## src/rtl/shift_pkg.sv

```systemverilog
// Shared definitions for the universal shift register.
//   - MODE_* : 3-bit operation codes (6 and 7 are reserved and act as HOLD)
//   - state_t: sequencer states
//   - is_step_mode(): true for the modes that run the multi-step sequencer
package shift_pkg;

  localparam logic [2:0] MODE_HOLD = 3'd0;
  localparam logic [2:0] MODE_SHR  = 3'd1;
  localparam logic [2:0] MODE_SHL  = 3'd2;
  localparam logic [2:0] MODE_LOAD = 3'd3;
  localparam logic [2:0] MODE_ROR  = 3'd4;
  localparam logic [2:0] MODE_ROL  = 3'd5;

  typedef enum logic {
    ST_IDLE = 1'b0,
    ST_RUN  = 1'b1
  } state_t;

  function automatic logic is_step_mode(input logic [2:0] m);
    return (m == MODE_SHR) || (m == MODE_SHL) ||
           (m == MODE_ROR) || (m == MODE_ROL);
  endfunction

endpackage

```

## src/rtl/univ_shift_reg.sv

```systemverilog
// Universal shift register with a multi-step sequencer.
// A start pulse in IDLE either loads/holds (completes in one cycle) or latches
// a shift/rotate mode plus a step count and runs that many single-bit steps on
// consecutive edges, then pulses done.
// Ports:
//   clk            clock, rising edge
//   mr             asynchronous active-high reset
//   start          request, sampled only in IDLE
//   mode, amt      operation and step count, captured with start
//   dsr, dsl       serial inputs for right/left shifts, sampled at each step
//   in             parallel load data
//   out            register contents
//   busy           high while steps are executing
//   done           one-cycle completion pulse
//   sout_r, sout_l cascade outputs (out MSB / out LSB)
module univ_shift_reg
  import shift_pkg::*;
#(
  parameter int WIDTH = 8,
  localparam int CNT_W = $clog2(WIDTH + 1)
) (
  input  logic             clk,
  input  logic             mr,
  input  logic             start,
  input  logic [2:0]       mode,
  input  logic [CNT_W-1:0] amt,
  input  logic             dsr,
  input  logic             dsl,
  input  logic [WIDTH-1:0] in,
  output logic [WIDTH-1:0] out,
  output logic             busy,
  output logic             done,
  output logic             sout_r,
  output logic             sout_l
);

  state_t           state, state_nx;
  logic [2:0]       mode_q;
  logic [CNT_W-1:0] cnt;
  logic [WIDTH-1:0] step_val;
  logic             last_step;
  logic             accept_step;

  assign last_step   = (cnt == CNT_W'(1));
  assign accept_step = start && is_step_mode(mode) && (amt != '0);

  // One-step next value; only consumed in RUN, so it uses the latched mode.
  // "Right" moves bits toward the MSB (194 convention): dsr enters bit 0.
  always_comb begin
    step_val = out;
    case (mode_q)
      MODE_SHR: step_val = {out[WIDTH-2:0], dsr};
      MODE_SHL: step_val = {dsl, out[WIDTH-1:1]};
      MODE_ROR: step_val = {out[WIDTH-2:0], out[WIDTH-1]};
      MODE_ROL: step_val = {out[0], out[WIDTH-1:1]};
      default:  step_val = out;
    endcase
  end

  // FSM: state register
  always_ff @(posedge clk or posedge mr) begin
    if (mr) state <= ST_IDLE;
    else    state <= state_nx;
  end

  // FSM: next state
  always_comb begin
    state_nx = state;
    case (state)
      ST_IDLE: if (accept_step) state_nx = ST_RUN;
      ST_RUN:  if (last_step)   state_nx = ST_IDLE;
      default: state_nx = ST_IDLE;
    endcase
  end

  // FSM: outputs
  always_comb begin
    busy = (state == ST_RUN);
  end

  // Datapath: register, step counter, latched mode, done pulse.
  always_ff @(posedge clk or posedge mr) begin
    if (mr) begin
      out    <= '0;
      cnt    <= '0;
      mode_q <= MODE_HOLD;
      done   <= 1'b0;
    end else begin
      done <= 1'b0;
      case (state)
        ST_IDLE: begin
          if (start) begin
            if (mode == MODE_LOAD) begin
              out  <= in;
              done <= 1'b1;
            end else if (accept_step) begin
              mode_q <= mode;
              cnt    <= amt;
            end else begin
              // HOLD, reserved, or zero-step request: complete immediately
              done <= 1'b1;
            end
          end
        end
        ST_RUN: begin
          out <= step_val;
          cnt <= cnt - CNT_W'(1);
          if (last_step) done <= 1'b1;
        end
        default: ;
      endcase
    end
  end

  assign sout_r = out[WIDTH-1];
  assign sout_l = out[0];

endmodule

```

## config.mk

```make
export PLATFORM = sky130hd
export DESIGN_NAME = univ_shift_reg
export DESIGN_NICKNAME = d
export VERILOG_FILES = /design/src/rtl/shift_pkg.sv /design/src/rtl/univ_shift_reg.sv
export SDC_FILE = /design/constraint.sdc
export NUM_CORES = 1
export LEC_CHECK = 0
export BUFFER_PORTS_ARGS = -buffer_cell sky130_fd_sc_hd__clkbuf_2
export CORE_MARGIN = 1
export CORE_UTILIZATION = 50
export DETAILED_ROUTE_END_ITERATION = 10
export GPL_TIMING_DRIVEN = 0
export PLACE_DENSITY = 0.76
export RECOVER_POWER = 25
export SLEW_MARGIN = 20
export SYNTH_ARGS = -nofsm -noshare
export SYNTH_HDL_FRONTEND = slang
export SYNTH_SLANG_ARGS = --single-unit
```

## constraint.sdc

```tcl
create_clock -name clk -period 1.75 [get_ports clk]
set_clock_uncertainty 0.05 [all_clocks]
set_input_delay 0.35 -clock clk [delete_from_list [all_inputs] [get_ports clk]]
set_output_delay 0.35 -clock clk [all_outputs]
set_load 0.01 [all_outputs]
```

==> flow_summary.toml, run 1 <==
[die]
die_w_um = 48.8
die_area_um2 = 2390
chipHeight_um = 48.8
initial_utilization_pct = 54.3
core_um2 = 2020
rows = 16
io_pins = 32

[detailed_routing]
routed_wirelength_mm = 2.79
drcViolationCount = 0
drt_iter0_drc = 48
dr.pass1.iters = 4
routed_via_density = 6.05
vias = 1101
drtAntennaViolNets = 0
post_drt_wl_per_cell_um = 15.3

[clock_tree]
clock_sinks = 17
cts_tree = "yes"
hold_buffers = 0
cts_made_buffers = 3
cts_root_buf = "clkbuf_4"
clkTransAtPathRegs_ns = 0.10
htreeDepth = 1
clkLatencyLatePin_ns = 0.29
clockBufferDepth = 2

[layout]
synthToLayoutAreaGrowth_pct = 23.6
drive_above_1_share_pct = 32.9
fin_nets = 178
diodes = 0
design_area_um2 = 1360
num-fill-cells = 167

[sta]
worstMarginPinSlew_ns = 0.650
report.final.slew_viol_count = 0
slew_headroom_pct = 56.6
hold_viol_final = 0
fin_setup_tns_ns = 0
max_freq_mhz = 590
rsz0062_at_grt = "no"
setup_violations = 0
min_period_ns = 1.70
whs_ns = 0.0609
timing.final.crit_share_pct = 96.9

[critical_path]
startpoint_type = "flop"
crit_chain = "buf_6 -> buf_4 -> nand2b_1 -> o21ba_4 -> and2_4 -> buf_6 -> a221o_1"
cp.required_ns = 1.87
cpPeakStageDelay_ns = 0.38
slowest_stage = "dfrtp_1"
critical_path_class = "reg -> reg"
endpoint_kind = "flop"
crit_top_cell = "buf_6"
worstPathMaxFanout = 6
crit_arrival_ns = 1.82

[yosys]
synth_area_per_cell_um2 = 9.38
synth_seq_area_share_pct = 38.8
netlist_area_um2 = 1100
syn_nets = 139
yosysMostFrequentCell = "dfrtp_1"
synth_edf_count = 0
synth_cell_types = 41
synthCells = 117
ys_ff_latch = 17
synth_top_area_share_pct = 38.8
synth_top_area_cell = "dfrtp_1"
ys_top_cells_by_area = "dfrtp_1 39%, a21oi_1 4.6%, mux2i_1 4.6%, a221o_1 3.6%, a22oi_1 2.7%"
yosys-top-cells-count = "17 x dfrtp_1, 10 x a21oi_1, 8 x inv_1"
yosysWarnings = 0
synthArstFlopShare_pct = 100
synth_ff_type = "dfrtp_1"

[worst_hold_path]
hold_path.class = "in -> async"

[placement]
dp_hpwl_mm = 2.08
place_congestion = 0.967
io_buffers = 31
post_dp_cell_area_um2 = 1290

[power_and_ir_drop]
combPwrFrac_pct = 61.4
vdd_drop_max_mv = 1.11
power.leakage_nw = 0.659
seq_power_share_pct = 30.7
p_sw_mw = 1.17
p_per_area_nw_per_um2 = 1960
p_int_mw = 1.49
p_sw_share_pct = 43.9
clkPwrFrac_pct = 7.9

[grt]
grt_use_total_pct = 25.3
grt_overflow_total = 0
grt_pass1_wl_mm = 4.60
grt_pass1_vias = 1041
antenna_found_initial = 0
grt_max_degree = 18

[run_status]
status = "completed"

[run]
maxCapViolations = 0
## cell type report
class	count	area, um2	area share, %
buffer	9	65.1	4.80
timing repair buffer	34	178	13.1
sequential	17	427	31.5
tap	27	33.8	2.49
clock buffer	4	26.3	1.94
multi-input combinational	83	597	44.0
inverter	8	30.0	2.21
## state kept, by name, summed over array words and instances, names as in the netlist
| signal | count |
|---|---|
| done | 1 |
| busy | 1 |
| cnt | 4 |
| out | 8 |
| mode_q | 3 |
## power by group through the flow
stage	Clock [mW]	Sequential [mW]	Combinational (mW)
finish	0.210	0.817	1.63
global route	0.234	0.840	1.79
CTS	0.215	0.804	1.55
detailed placement	0	0.811	1.52
global placement	0	0.794	1.46
floorplan	0	0.804	1.10
## metrics by stage
stage                     utilization (%)  std cells  total power [mW]  worst slack, ns
final                                67.1        182              2.66           0.0545
after global placement               63.6        175              2.26         0.000286
after CTS                            65.5        179              2.56          0.00958
after floorplan                         -        117              1.91           0.0849
after detailed placement             63.6        175              2.33          -0.0440
after global routing                 67.1        182              2.86          0.00558
## timing repair
| item | 4_1_cts | 5_1_grt |
|---|---|---|
| endpoints found under the setup margin | 4 | 5 |
| pin swaps | 0 | 0 |
| buffers inserted | 0 | 3 |
| resized for setup | 3 | 3 |
## routing by layer
metal	up-vias	global-route usage (%)	share of wire, %
met5	-	0	0
met4	0	8.82	1.7
met3	6	4.98	7.0
met2	56	44.9	52
met1	522	30.1	39
li1	517	-	-
## cell usage in the layout, fill, tap and decap left out, types with 3 or more instances in the layout
master,count
a21oi_1,10
a221o_1,4
a221oi_1,3
a22o_1,3
a22oi_1,4
buf_4,6
clkbuf_2,31
clkbuf_4,4
dfrtp_1,16
inv_1,8
mux2i_1,5
nand2_1,5
nand3_1,3
nor2_1,6
nor3_1,3
o21ai_0,5
## worst max-delay path, delay by kind of cell (launching register included)
family | cells | cell delay (ns)
compound gates | 2 | 0.53
buf+inv | 3 | 0.36
flops | 1 | 0.38
simple gates | 2 | 0.24
## kinds of logic (layout without fill, tap and decap cells)
kind of cell | count (synthesis) | count (layout) | synth area share (%)
xor+xnor | 3 | 3 | 2.39
flops | 17 | 17 | 38.8
fa+ha+maj | 2 | 2 | 2.28
simple gates | 31 | 31 | 15.7
buf+inv | 17 | 55 | 8.10
mux | 5 | 5 | 4.56
compound gates | 42 | 42 | 28.2
## final timing paths
check	start	end	slack [ns]	cells past startpoint
min reg2reg	cnt[0]	cnt[0]	0.52	1
max in group asynchronous	mr	mode_q[1]	1.14	2
max reg2reg	busy	out[3]	0.05	7
min in group clk	in[1]	out[1]	0.24	2
min	mr	cnt[0]	0.06	2
max	busy	out[3]	0.05	7
(Power assumes the default switching activity.)
==> run 2, diff against run 1 <==
--- a/config.mk
+++ b/config.mk
@@ -6,11 +6,15 @@
 export NUM_CORES = 1
 export LEC_CHECK = 0
 export BUFFER_PORTS_ARGS = -buffer_cell sky130_fd_sc_hd__clkbuf_2
+export CAP_MARGIN = 20
+export CELL_PAD_IN_SITES_DETAIL_PLACEMENT = 1
+export CELL_PAD_IN_SITES_GLOBAL_PLACEMENT = 2
+export CORE_ASPECT_RATIO = 0.7
 export CORE_MARGIN = 1
-export CORE_UTILIZATION = 50
+export CORE_UTILIZATION = 30
 export DETAILED_ROUTE_END_ITERATION = 10
 export GPL_TIMING_DRIVEN = 0
-export PLACE_DENSITY = 0.76
+export PLACE_DENSITY = 0.77
 export RECOVER_POWER = 25
 export SLEW_MARGIN = 20
 export SYNTH_ARGS = -nofsm -noshare
==> run 2 against run 1 <==
  * Largest cell class unchanged
  * Power is 2.7% higher
  * Clock-buffer cell count unchanged
  * Critical path depth down 1
  * Wire length up 20%
  * Non-clock buffer count shrank 2
  * Critical endpoint is now out[2]
  * First-iteration DRC count down 17%
  * Global-route usage down 5.3 points
  * Via count down 3.0%
  * Worst hold slack improved by 0.059 ns
  * Maximum frequency about the same
  * Worst setup slack barely moved
  * Highest routed layer unchanged
==> flow_summary.toml, run 2 (synthesis results as in run 1) <==
[sta]
max_freq_mhz = 590
min_period_ns = 1.70
timing.final.crit_share_pct = 96.9
fin_setup_tns_ns = 0
rsz0062_at_grt = "no"
setup_violations = 0
setup_ws_ns = 0.0540
slew_headroom_pct = 54.1
hold_viol_final = 0
worstMarginPinSlew_ns = 0.688
report.final.slew_viol_count = 0

[die]
chipHeight_um = 52.6
rows = 17
initial_utilization_pct = 33.1
io_pins = 32
die_w_um = 74.3
die_area_um2 = 3910
core_um2 = 3320

[placement]
dp_slack_ns = -0.00927
io_buffers = 31
dp_hpwl_mm = 2.57
place_congestion = 0.813
post_dp_cell_area_um2 = 1310

[layout]
synthToLayoutAreaGrowth_pct = 25.5
final_cell_mix = "31 x clkbuf_2, 17 x dfrtp_1, 10 x a21oi_1"
num-fill-cells = 428
fin_util_pct = 41.5
largest_register_ffs = 8
layout_commonest_cell = "clkbuf_2"
diodes = 0
design_area_um2 = 1380
reg_top3 = "out: 8 flops, cnt: 4 flops, mode_q: 3 flops"
top_register = "out"
fin_nets = 176
drive_above_1_share_pct = 31.4

[clock_tree]
clock_sinks = 17
clkLatencyLatePin_ns = 0.26
clockBufferDepth = 2
cts_made_buffers = 3
clkTransAtPathRegs_ns = 0.07
cts_tree = "yes"
hold_buffers = 0
htreeDepth = 1
cts_root_buf = "clkbuf_8"

[detailed_routing]
drtAntennaViolNets = 0
routed_wirelength_mm = 3.35
drcViolationCount = 0
drt_iter0_drc = 40
vias = 1068
dr.pass1.iters = 4
post_drt_wl_per_cell_um = 16.7
routed_via_density = 5.34

[critical_path]
slowest_stage = "dfrtp_1"
endpoint_kind = "flop"
crit_path_start = "busy"
crit_chain = "buf_4 -> and4bb_4 -> o21ba_4 -> and2_4 -> buf_6 -> a221o_1"
cp.required_ns = 1.84
worstPathMaxFanout = 9
startpoint_type = "flop"
critical-path-top-delay-family = "compound AO/OA/AOI/OAI gates"
worst-path-buf-inv = 2
critical_path_class = "reg -> reg"
cpPeakStageDelay_ns = 0.35
r2r-start = "busy"
r2r_setup_slack_ns = 0.05
crit_arrival_ns = 1.78

[grt]
antenna_found_initial = 0
grt_pass1_wl_mm = 5.57
grt_max_degree = 18
grt_overflow_total = 0
grt_use_total_pct = 20.0
grt_pass1_vias = 1093

[worst_hold_path]
hold_path.class = "in -> async"

[power_and_ir_drop]
vdd_drop_max_mv = 0.608
p_sw_share_pct = 44.1
combPwrFrac_pct = 58.9
p_int_mw = 1.52
p_sw_mw = 1.20
seq_power_share_pct = 30.0
power.leakage_nw = 0.657
p_per_area_nw_per_um2 = 1980
p_total_mw = 2.73
clkPwrFrac_pct = 11.2

[run]
maxCapViolations = 0

[run_status]
status = "completed"
-- run 2: cell count changes in the layout (fill, tap and decap cells not counted) --
cell	change
buf_6	-1
dfrtp_2	-1
clkbuf_4	-4
buf_2	+1
dfrtp_1	+1
buf_4	-1
clkbuf_8	+3
-- run 2: per-stage QoR --
| step | hold slack (ns) | instances |
|---|---|---|
| global placement | 0.421 | 195 |
| finish | 0.120 | 200 |
| floorplan | 0.226 | 117 |
| CTS | 0.147 | 200 |
| detailed placement | 0.430 | 195 |
| global route | 0.190 | 200 |
-- run 2: final timing paths --
kind	end	depth (start not counted)
worst min-delay path	busy	2
worst max register to register	out[2]	6
worst max-delay path	out[2]	6
worst min register to register	out[6]	1
max in group asynchronous	out[4]	2
min in group clk	out[3]	2
-- run 2: metal layers --
metal / wire length, um / up-vias / global-route usage, %
met5: 0 / - / 0
met4: 40 / 0 / 5.66
met3: 127 / 5 / 4.62
met2: 1390 / 24 / 29.2
met1: 1790 / 529 / 28.9
li1: - / 510 / -
-- run 2: layout make-up --
type / count / area [um2] / share of cell area, %
Buffer: 9 / 58.8 / 4.27
Inverter: 8 / 30.0 / 2.18
Tap cell: 47 / 58.8 / 4.27
Clock buffer: 4 / 45.0 / 3.27
Multi-Input combinational cell: 83 / 597 / 43.3
Sequential cell: 17 / 425 / 30.9
Timing Repair Buffer: 32 / 163 / 11.8
-- run 2: what timing repair did --
item / 4_1_cts / 5_1_grt
gates resized for setup: 1 / 2
setup endpoints to repair: 4 / 6
buffers inserted: 1 / 0
hold endpoints to repair: 0 / 0
-- run 2: worst register-to-register path, stage by stage, from the launching register on --
cell and delay (ns):
dfrtp_1 0.35, buf_4 0.17, and4bb_4 0.25, o21ba_4 0.17, and2_4 0.16, buf_6 0.12
a221o_1 0.31
-- run 2: power groups by stage --
stage / registers, mW / logic, mW / clock network, mW
CTS: 0.818 / 1.59 / 0.317
floorplan: 0.804 / 1.10 / 0
global placement: 0.811 / 1.52 / 0
global route: 0.853 / 1.78 / 0.333
detailed placement: 0.825 / 1.55 / 0
finish: 0.817 / 1.61 / 0.305
==> run 3, diff against run 2 <==
--- a/config.mk
+++ b/config.mk
@@ -5,7 +5,7 @@
 export SDC_FILE = /design/constraint.sdc
 export NUM_CORES = 1
 export LEC_CHECK = 0
-export BUFFER_PORTS_ARGS = -buffer_cell sky130_fd_sc_hd__clkbuf_2
+export BUFFER_PORTS_ARGS = -buffer_cell sky130_fd_sc_hd__buf_2
 export CAP_MARGIN = 20
 export CELL_PAD_IN_SITES_DETAIL_PLACEMENT = 1
 export CELL_PAD_IN_SITES_GLOBAL_PLACEMENT = 2
==> run 3 against run 2 <==
  * Register-to-register slack gained 0.03 ns
  * Combinational power barely moved
  * Clock power rose by 1%
  * Die area did not move
  * Worst setup slack better by 0.026 ns
  * Sequential share of layout area down 0.11 points
  * Global-route usage is 1.2 points lower
  * Utilization up 0.15 points
  * Cell area grew 0.36%
==> flow_summary.toml, run 3 (synthesis results as in run 1) <==
[placement]
dp_hpwl_mm = 2.44
io_buffers = 31
dp.cells = 195
post_dp_cell_area_um2 = 1310
place_congestion = 0.830

[die]
rows = 17
io_pins = 32
die_area_um2 = 3910
core_um2 = 3320
die_w_um = 74.3
initial_utilization_pct = 33.1
chipHeight_um = 52.6

[detailed_routing]
vias = 1064
drt_iter0_drc = 66
routed_wirelength_mm = 3.24
drcViolationCount = 0
drtAntennaViolNets = 0
dr.pass1.iters = 6
post_drt_wl_per_cell_um = 16.2
routed_via_density = 5.32

[layout]
layout_commonest_cell = "buf_2"
top_register = "out"
fin_nets = 176
fin_util_pct = 41.7
fin_cells = 200
design_area_um2 = 1380
reg_top3 = "out: 8 flops, cnt: 4 flops, mode_q: 3 flops"
largest_register_ffs = 8
diodes = 0
drive_above_1_share_pct = 32.0
synthToLayoutAreaGrowth_pct = 26.0
final_cell_mix = "33 x buf_2, 17 x dfrtp_1, 10 x a21oi_1"

[sta]
setup_violations = 0
report.final.slew_viol_count = 0
rsz0062_at_grt = "no"
max_freq_mhz = 599
slew_headroom_pct = 54.4
timing.final.crit_share_pct = 95.4
hold_viol_final = 0
min_period_ns = 1.67
fin_setup_tns_ns = 0
worstMarginPinSlew_ns = 0.684

[power_and_ir_drop]
power.leakage_nw = 0.659
p_int_mw = 1.53
combPwrFrac_pct = 58.7
p_sw_share_pct = 43.9
p_per_area_nw_per_um2 = 1970
vdd_drop_max_mv = 0.658
clkPwrFrac_pct = 11.4
p_total_mw = 2.72
p_sw_mw = 1.19
seq_power_share_pct = 30.0

[grt]
grt_pass1_vias = 974
grt_overflow_total = 0
grt_max_degree = 18
grt_use_total_pct = 18.8
antenna_found_initial = 0
grt_pass1_wl_mm = 5.19

[clock_tree]
clockBufferDepth = 2
cts_made_buffers = 3
clkLatencyLatePin_ns = 0.26
clkTransAtPathRegs_ns = 0.07
htreeDepth = 1
cts_tree = "yes"
clock_sinks = 17
cts_root_buf = "clkbuf_8"

[critical_path]
critical_path_class = "reg -> reg"
worstPathMaxFanout = 9
endpoint_kind = "flop"
cp.required_ns = 1.84
crit_arrival_ns = 1.76
startpoint_type = "flop"

[run_status]
status = "completed"

[worst_hold_path]
hold_path.class = "in -> async"

[run]
maxCapViolations = 0
run 3: cell types whose count changed in the layout (fill, tap and decap cells not counted):
cell      change
clkbuf_1      -1
clkbuf_2     -31
buf_6         +1
buf_2        +31
buf_4         -1
clkinv_2      +1
run 3: layout make-up:
cell class,count,area (um2)
buffer,9,62.6
clock buffer,3,41.3
clock inverter,1,5.00
fill,428,1940
inverter,8,30.0
multi-input combinational,83,597
sequential,17,425
tap,47,58.8
timing repair buffer,32,163
run 3: final timing paths:
kind | cells after the start | to | slack (ns) | from
max | 6 | out[3] | 0.08 | busy
min | 2 | out[0] | 0.13 | mr
max reg2reg | 6 | out[3] | 0.08 | busy
min reg2reg | 1 | cnt[0] | 0.52 | cnt[0]
max in group asynchronous | 2 | out[3] | 1.08 | mr
min in group clk | 2 | out[2] | 0.27 | in[2]
run 3: power groups by stage:
| stage | combinational (mW) | sequential, mW | clock, mW |
|---|---|---|---|
| floorplan | 1.10 | 0.804 | 0 |
| global placement | 1.52 | 0.807 | 0 |
| detailed placement | 1.54 | 0.819 | 0 |
| CTS | 1.55 | 0.815 | 0.317 |
| global route | 1.77 | 0.852 | 0.338 |
| finish | 1.60 | 0.816 | 0.309 |
run 3: per-layer routing:
metal  share of wire (%)  global-route usage, %
met1                  53                   28.4
met2                  40                   25.0
met3                 5.4                   4.62
met4                 1.5                   6.60
met5                   0                      0
run 3: per-stage QoR:
step | worst slack (ns) | hold WS [ns]
2_1_floorplan | 0.0849 | 0.226
3_3_place_gp | -0.00616 | 0.439
3_5_place_dp | 0.00802 | 0.437
4_1_cts | 0.0173 | 0.157
5_1_grt | 0.0305 | 0.181
6_report | 0.0805 | 0.128
run 3: worst max-delay path, stage by stage, from the launching register on:
cell and delay (ns):
dfrtp_1 0.36, buf_6 0.14, and4bb_4 0.25, o21ba_4 0.17, and2_4 0.16, buf_6 0.12
a221o_1 0.29
run 3: timing repair:
action | in CTS | in global routing
resized for setup | 0 | 4
endpoints found under the setup margin | 0 | 8
hold endpoints to repair | 0 | 0
buffers inserted | 0 | 1
hold buffers | 0 | 0
